$ cat src/rtl/memory_arbiter.sv
`default_nettype none
// ============================================================================
// Module   : memory_arbiter
// Purpose  : Shares one single-ported RAM between instruction fetch and data
//            ports; data has priority, fetch is protected from starvation, and
//            a watchdog aborts RAM accesses that never acknowledge.
// Revision : 1.0 - initial release
// ============================================================================
module memory_arbiter #(
    parameter int unsigned STARVE_MAX = 4,
    parameter int unsigned TIMEOUT    = 64,
    parameter logic [31:0] ERR_WORD   = 32'hBAD1BAD1
) (
    input  logic        CLK,
    input  logic        RST,
    input  logic        iREN,
    input  logic [31:0] iaddr,
    output logic        ihit,
    output logic [31:0] iload,
    input  logic        dREN,
    input  logic        dWEN,
    input  logic [31:0] daddr,
    input  logic [31:0] dstore,
    output logic        dhit,
    output logic [31:0] dload,
    output logic        ramREN,
    output logic        ramWEN,
    output logic [31:0] ramaddr,
    output logic [31:0] ramstore,
    input  logic [31:0] ramload,
    input  logic        ram_ack,
    output logic        bus_err
);

    localparam int unsigned SW = $clog2(STARVE_MAX + 1);
    localparam int unsigned WW = (TIMEOUT > 1) ? $clog2(TIMEOUT) : 1;
    localparam logic [SW-1:0] C_STARVE_MAX = SW'(STARVE_MAX);
    localparam logic [WW-1:0] C_WD_LAST    = WW'(TIMEOUT - 1);

    typedef enum logic [1:0] {
        S_IDLE = 2'd0,
        S_IACC = 2'd1,
        S_DACC = 2'd2
    } state_t;

    state_t         state_q, state_d;
    logic           ihit_q, ihit_d;
    logic           dhit_q, dhit_d;
    logic [31:0]    iload_q, iload_d;
    logic [31:0]    dload_q, dload_d;
    logic           ramren_q, ramren_d;
    logic           ramwen_q, ramwen_d;
    logic [31:0]    ramaddr_q, ramaddr_d;
    logic [31:0]    ramstore_q, ramstore_d;
    logic           bus_err_q, bus_err_d;
    logic [SW-1:0]  starve_q, starve_d;
    logic [WW-1:0]  wd_q, wd_d;

    logic           w_fetch_elig;
    logic           w_data_elig;
    logic           w_done;

    // A port whose hit is showing is the old request still being held.
    assign w_fetch_elig = iREN & ~ihit_q;
    assign w_data_elig  = (dREN | dWEN) & ~dhit_q;
    assign w_done       = ram_ack | (wd_q == C_WD_LAST);

    always_comb begin
        state_d    = state_q;
        ihit_d     = 1'b0;
        dhit_d     = 1'b0;
        iload_d    = iload_q;
        dload_d    = dload_q;
        ramren_d   = ramren_q;
        ramwen_d   = ramwen_q;
        ramaddr_d  = ramaddr_q;
        ramstore_d = ramstore_q;
        bus_err_d  = bus_err_q;
        starve_d   = starve_q;
        wd_d       = wd_q;

        case (state_q)
            S_IDLE: begin
                wd_d = '0;
                if (w_data_elig && (!w_fetch_elig || (starve_q < C_STARVE_MAX))) begin
                    state_d    = S_DACC;
                    ramren_d   = ~dWEN;
                    ramwen_d   = dWEN;
                    ramaddr_d  = daddr;
                    ramstore_d = dstore;
                    if (!w_fetch_elig) begin
                        starve_d = '0;
                    end else if (starve_q != C_STARVE_MAX) begin
                        starve_d = starve_q + SW'(1);
                    end
                end else if (w_fetch_elig) begin
                    state_d   = S_IACC;
                    ramren_d  = 1'b1;
                    ramwen_d  = 1'b0;
                    ramaddr_d = iaddr;
                    starve_d  = '0;
                end
            end
            S_IACC, S_DACC: begin
                if (w_done) begin
                    state_d  = S_IDLE;
                    ramren_d = 1'b0;
                    ramwen_d = 1'b0;
                    wd_d     = '0;
                    if (!ram_ack) begin
                        bus_err_d = 1'b1;
                    end
                    // Hit only goes to a requester that is still asking.
                    if (state_q == S_IACC) begin
                        iload_d = ram_ack ? ramload : ERR_WORD;
                        ihit_d  = iREN;
                    end else begin
                        if (!ram_ack) begin
                            dload_d = ERR_WORD;
                        end else if (!ramwen_q) begin
                            dload_d = ramload;
                        end
                        dhit_d = dREN | dWEN;
                    end
                end else begin
                    wd_d = wd_q + WW'(1);
                end
            end
            default: begin
                state_d  = S_IDLE;
                ramren_d = 1'b0;
                ramwen_d = 1'b0;
            end
        endcase
    end

    always_ff @(posedge CLK or posedge RST) begin
        if (RST) begin
            state_q    <= S_IDLE;
            ihit_q     <= 1'b0;
            dhit_q     <= 1'b0;
            iload_q    <= '0;
            dload_q    <= '0;
            ramren_q   <= 1'b0;
            ramwen_q   <= 1'b0;
            ramaddr_q  <= '0;
            ramstore_q <= '0;
            bus_err_q  <= 1'b0;
            starve_q   <= '0;
            wd_q       <= '0;
        end else begin
            state_q    <= state_d;
            ihit_q     <= ihit_d;
            dhit_q     <= dhit_d;
            iload_q    <= iload_d;
            dload_q    <= dload_d;
            ramren_q   <= ramren_d;
            ramwen_q   <= ramwen_d;
            ramaddr_q  <= ramaddr_d;
            ramstore_q <= ramstore_d;
            bus_err_q  <= bus_err_d;
            starve_q   <= starve_d;
            wd_q       <= wd_d;
        end
    end

    assign ihit     = ihit_q;
    assign dhit     = dhit_q;
    assign iload    = iload_q;
    assign dload    = dload_q;
    assign ramREN   = ramren_q;
    assign ramWEN   = ramwen_q;
    assign ramaddr  = ramaddr_q;
    assign ramstore = ramstore_q;
    assign bus_err  = bus_err_q;

endmodule
`default_nettype wire

$ cat config.mk
export PLATFORM = sky130hd
export DESIGN_NAME = memory_arbiter
export DESIGN_NICKNAME = d
export VERILOG_FILES = /design/src/rtl/memory_arbiter.sv
export SDC_FILE = /design/constraint.sdc
export NUM_CORES = 1
export LEC_CHECK = 0
export ABC_AREA = 0
export CELL_PAD_IN_SITES_DETAIL_PLACEMENT = 0
export CELL_PAD_IN_SITES_GLOBAL_PLACEMENT = 2
export CORE_UTILIZATION = 26
export DETAILED_ROUTE_END_ITERATION = 10
export PLACE_DENSITY_LB_ADDON = 0.1
export SYNTH_ARGS = -nofsm -noshare
export SYNTH_HDL_FRONTEND = slang
export SYNTH_SLANG_ARGS = --single-unit
$ cat constraint.sdc
create_clock -name CLK -period 5.9 [get_ports CLK]
set_clock_uncertainty 0.2 [all_clocks]
set_input_delay 1.18 -clock CLK [delete_from_list [all_inputs] [get_ports CLK]]
set_output_delay 1.18 -clock CLK [all_outputs]
set_load 0.1 [all_outputs]
* After elaboration in Yosys (flattened, before gate mapping)
Cells that the tools add are included.
W data, S select, Z words.
** Word-level totals
- Register bits after elaboration :: 144
- Latch bits :: 0
- Bits in writable memories :: 0
- ROM bits :: 0
- Input port bits :: 134
- Output and inout bits :: 133
- Word-level logic and storage cells :: 74
- Memories kept :: 0
** Cells by class
- Add/sub/neg operators :: 2
- $mul :: 0
- Divide/modulo/power cells :: 0
- Order comparisons :: 1
- Eq/ne operators :: 8
- Shift-type cells :: 0
- Mux-type cells :: 28
- Bitwise gates (word level) :: 9
- Reduce and logical (&&, ||, !) cells :: 14
** Operators by type and width (count)
- $mux W32 :: 5
- $mux W3 :: 4
- $pmux W6 S2 :: 1
- $mux W1 :: 11
- $reduce_and A3 Y1 :: 3
- $add A6 B1 Y6 const B :: 1
- $eq A6 B6 Y1 const B :: 1
- $mux W2 :: 3
- $mux W6 :: 1
- $ne A3 B3 Y1 const B :: 2
- $reduce_and A2 Y1 :: 3
- $not A1 Y1 :: 5
- $ne A2 B2 Y1 const B :: 2
- $pmux W1 S2 :: 2
- $pmux W2 S2 :: 1
- $reduce_and A4 Y1 :: 1
- $reduce_bool A2 Y1 :: 2
- $add A3 B1 Y3 const B :: 1
- $lt A3 B3 Y1 const B :: 1
- $ne A3 B2 Y1 const B :: 1
- $and A1 B1 Y1 :: 2
- $eq A2 B1 Y1 const B :: 1
- $eq A2 B2 Y1 const B :: 1
- $logic_not A2 Y1 :: 1
- 5 further kinds :: 6

* Depth between registers and ports, before layout
- Word-level depth :: 7
- Mapped depth :: 7
- Mapped depth without buffers :: 6

* Worst setup path after synthesis
OpenSTA, ideal clock, no wires.
- Path type :: input to register
- From :: input port dWEN
- To :: register ramstore_q[10], in the netlist ramstore[10]
- Library setup time :: 0.128 ns
- Arrival time :: 2.088 ns
- Data required time :: 5.572 ns
- Slack :: 3.484 ns
- Stages :: 5
- Path buffers :: 1
- Cells stage by stage :: o21ba_2 > nand2_2 > nor2_8 > buf_6 > mux2_1
** Between the ends
- Cells in the longest elaborated chain, start to end :: 4
** Ends and longest elaborated chain
- start, declared :: line 21 : input logic dWEN,
- $or A1 B1 Y1 :: line 65 : assign w_data_elig = (dREN | dWEN) & ~dhit_q;
- $and A1 B1 Y1 :: line 65
- $logic_and A1 B1 Y1 :: line 85 : if (w_data_elig && (!w_fetch_elig || (starve_q < C_STARVE_MAX))) begin
- $reduce_and A2 Y1 (no line)
- end signal, assigned :: line 160 : ramstore_q <= ramstore_d;
- end, declared :: line 54 : logic [31:0] ramstore_q, ramstore_d;
No other way between the ends.
A chain may end at the register's enable or synchronous reset.

* Worst setup path after layout
- From :: register dhit_q, in the netlist dhit
- To :: output port dhit
** RTL lines
- start, declared :: line 48 : logic dhit_q, dhit_d;
- start signal, assigned :: line 154 : dhit_q <= dhit_d;
- end, declared :: line 24 : output logic dhit,
No word-level cell between the ends.

==> key figures <==
Yosys
  – Top post-synthesis cells by area: dfrtp_1, mux2i_1, o22a_1
  – Flops & latches, synth: 144
  – Distinct cells, synth: 46
  – FFs w/ async S/R, synth: 1.00
  – Avg Inst Size Synth: roughly 13 sq um
  – Post-synth top area cell: dfrtp_1
  – Mapped Nets: 581
  – Syn Std Cell Area: 5850 sq um
  – Post-Syn Instances: 441
  – Total number of yosys warnings: 0
  – Number of synthesized flops with an enable pin: 0
  – Share of the synthesized area in the top cell type: 0.616
  – Sequential fraction of the synthesis area: 0.616
  – Most common flop cell mapped by yosys: dfrtp_1

Floorplanning
  – Starting density of the core: 0.266
  – # IOs: 267
  – Die W: 152 um
  – Rows: 54
  – Die area: between 20000 and 25000 sq um
  – Die height: 152 um
  – Area of the core: 22000 sq um

GRT
  – GRT Residual Overflow: 0
  – Largest net degree at the start of global routing: 75
  – Global-route wire length before repair: 27.9 mm
  – Number of global-route vias before repair: 4898
  – Antenna violations before repair: 0
  – Total track usage: 0.157

Clocking
  – Clk pin slew, worst setup/hold paths: about 0.060 ns
  – CTS HTree Levels: 4
  – CTS Sinks: 144
  – Clk_lat worst skew: roughly 0.41 ns
  – CTS tree: done
  – Post-CTS Hold Fix Bufs: 0
  – CTS max path bufs: 2
  – # Post-CTS Setup Buffers: 0
  – Total CTS buffers: 17
  – CTS root buf: clkbuf_16
  – Post-cts resize count: 0

Setup path
  – Worst Path Buf+Inv: 1
  – CP Class: register to primary output
  – CP Cell Sequence: clkdlybuf4s50_1
  – RR Startpoint: state_q[0]
  – Worst path depth: 1
  – Crit. Startpoint: dhit
  – CP max stage cell: clkdlybuf4s50_1
  – Worst path max stage delay: 1.18 ns
  – Worst setup endpoint: dhit
  – Crit path arrival time: 2.00 ns
  – Reg-to-reg setup timing slack: between 3 and 4 ns
  – Worst Path Required: about 4.5 ns
  – CP delay by family, top: buffers and inverters
  – RR Endpoint: dload[24]
  – Crit end category: primary output
  – Critical path fanouts, max: 4
  – Startpoint types: register
  – Reg2reg path depth: 5

Finish
  – Fillers: just over 2k
  – Antenna Cells: 0
  – Synth-to-Final Area Change: 59.2%
  – Most common cell after layout, fill and taps aside: clkdlybuf4s50_1
  – Layout cells sized above 1: 0.0710
  – Layout Nets: between 800 and 900
  – Most frequent cells in the layout: clkdlybuf4s50_1, dfrtp_1, nand2_1

STA
  – Crit share post-route: 0.573
  – Fmax achieved: 296 MHz
  – RSZ-0062 raised after global routing: false
  – Final Max Tran Viols: 0
  – Final setup viols: 0
  – Worst slew pin tran: 1.23 ns
  – Period minus WS final: 3.38 ns
  – Fin. Hold Viols: 0
  – Slew headroom: 0.173
  – Setup TNS: 0 ns

Placed design
  – IO Port Bufs: 266
  – Final RePlAce weighted congestion: 0.759
  – DP HPWL: 12.7 mm

Route
  – DR iter-0 viols: between 200 and 250
  – WL final: 17.6 mm
  – WL/cell: between 15 and 20 um
  – Routed met3 length: 1.06 mm
  – Via count: 4565
  – DR DRC count: 42
  – Antenna-violating nets left: 0
  – Highest routed layer: met4
  – Met1 WL: 7.40 mm
  – Drt first pass iters: 9
  – Via density: 4.57
  – Met2 wire len: a little under 9 mm

Run status
  – Failing checks: design-rule violations
  – Outcome: complete, but fails checks

Job
  – Max Cap Viol: 0

Worst hold path
  – Min-Delay Path Class: register to register
-- cells in the mapped netlist, drive strengths merged (4+ instances only) --
| master | count |
|---|---|
| a22o | 29 |
| buf | 19 |
| clkbuf | 7 |
| dfrtp | 144 |
| ha | 6 |
| inv | 7 |
| mux2 | 33 |
| mux2i | 32 |
| nand2 | 43 |
| nor2 | 9 |
| nor3 | 4 |
| o21ai | 38 |
| o22a | 36 |
-- logic make-up after synthesis --
| group | Yosys count | share of synthesized area |
|---|---|---|
| buffers and inverters | 33 | 0.0362 |
| muxes | 65 | 0.118 |
| AOI/OAI and AO/OA | 118 | 0.151 |
| DFF | 144 | 0.616 |
| xor gates and xnor gates | 2 | 0.00300 |
| and+or+nand+nor | 73 | 0.0625 |
| adders and majority gates | 6 | 0.0128 |
-- flip-flops by register name, summed over array words and instances (netlist names) --
name,flops
dload,32
iload,32
ramaddr,32
ramstore,32
wd_q,6
starve_q,3
state_q,2
bus_err,1
dhit,1
ihit,1
ramREN,1
ramWEN,1
-- per-stage QoR --
step,hold slack [ns],instances,worst slack (ns),cell area (sq um),util
floorplan,0.278,441,0.654,5850,-
global placement,0.262,966,2.33,8730,0.397
detailed placement,0.275,966,2.23,8730,0.397
CTS,0.290,998,2.48,9310,0.424
global route,0.295,998,2.46,9310,0.424
finish,0.285,998,2.52,9310,0.424
-- area by class of cell --
cell class	instances	area, sq um	share of cell area
Inverter	7	31.3	0.00336
Tap cell	280	350	0.0376
Clock buffer	19	433	0.0465
Sequential cell	144	3600	0.387
Clock inverter	13	154	0.0165
Timing Repair Buffer	271	2700	0.290
Multi-Input combinational cell	264	2040	0.219
-- worst min path at each step --
stage / startpoint / to / slack [ns] / cells after the start
2_1_floorplan: wd_q[1] / wd_q[1] / 0.28 / 2
3_3_place_gp: ramaddr[30] / ramaddr[30] / 0.26 / 2
3_5_place_dp: ramaddr[16] / ramaddr[16] / 0.27 / 2
4_1_cts: ramaddr[16] / ramaddr[16] / 0.29 / 2
5_1_grt: iload[16] / iload[16] / 0.29 / 1
6_report: ramaddr[16] / ramaddr[16] / 0.29 / 2
-- per-layer routing --
| layer | GRT usage | up-vias |
|---|---|---|
| met5 | 0 | - |
| met4 | 0.0481 | 0 |
| li1 | - | 2141 |
| met1 | 0.193 | 2260 |
| met3 | 0.0379 | 15 |
| met2 | 0.271 | 149 |
Power is not shown: default switching activity piles up to over one toggle a cycle in this logic, so the estimate is an artifact.
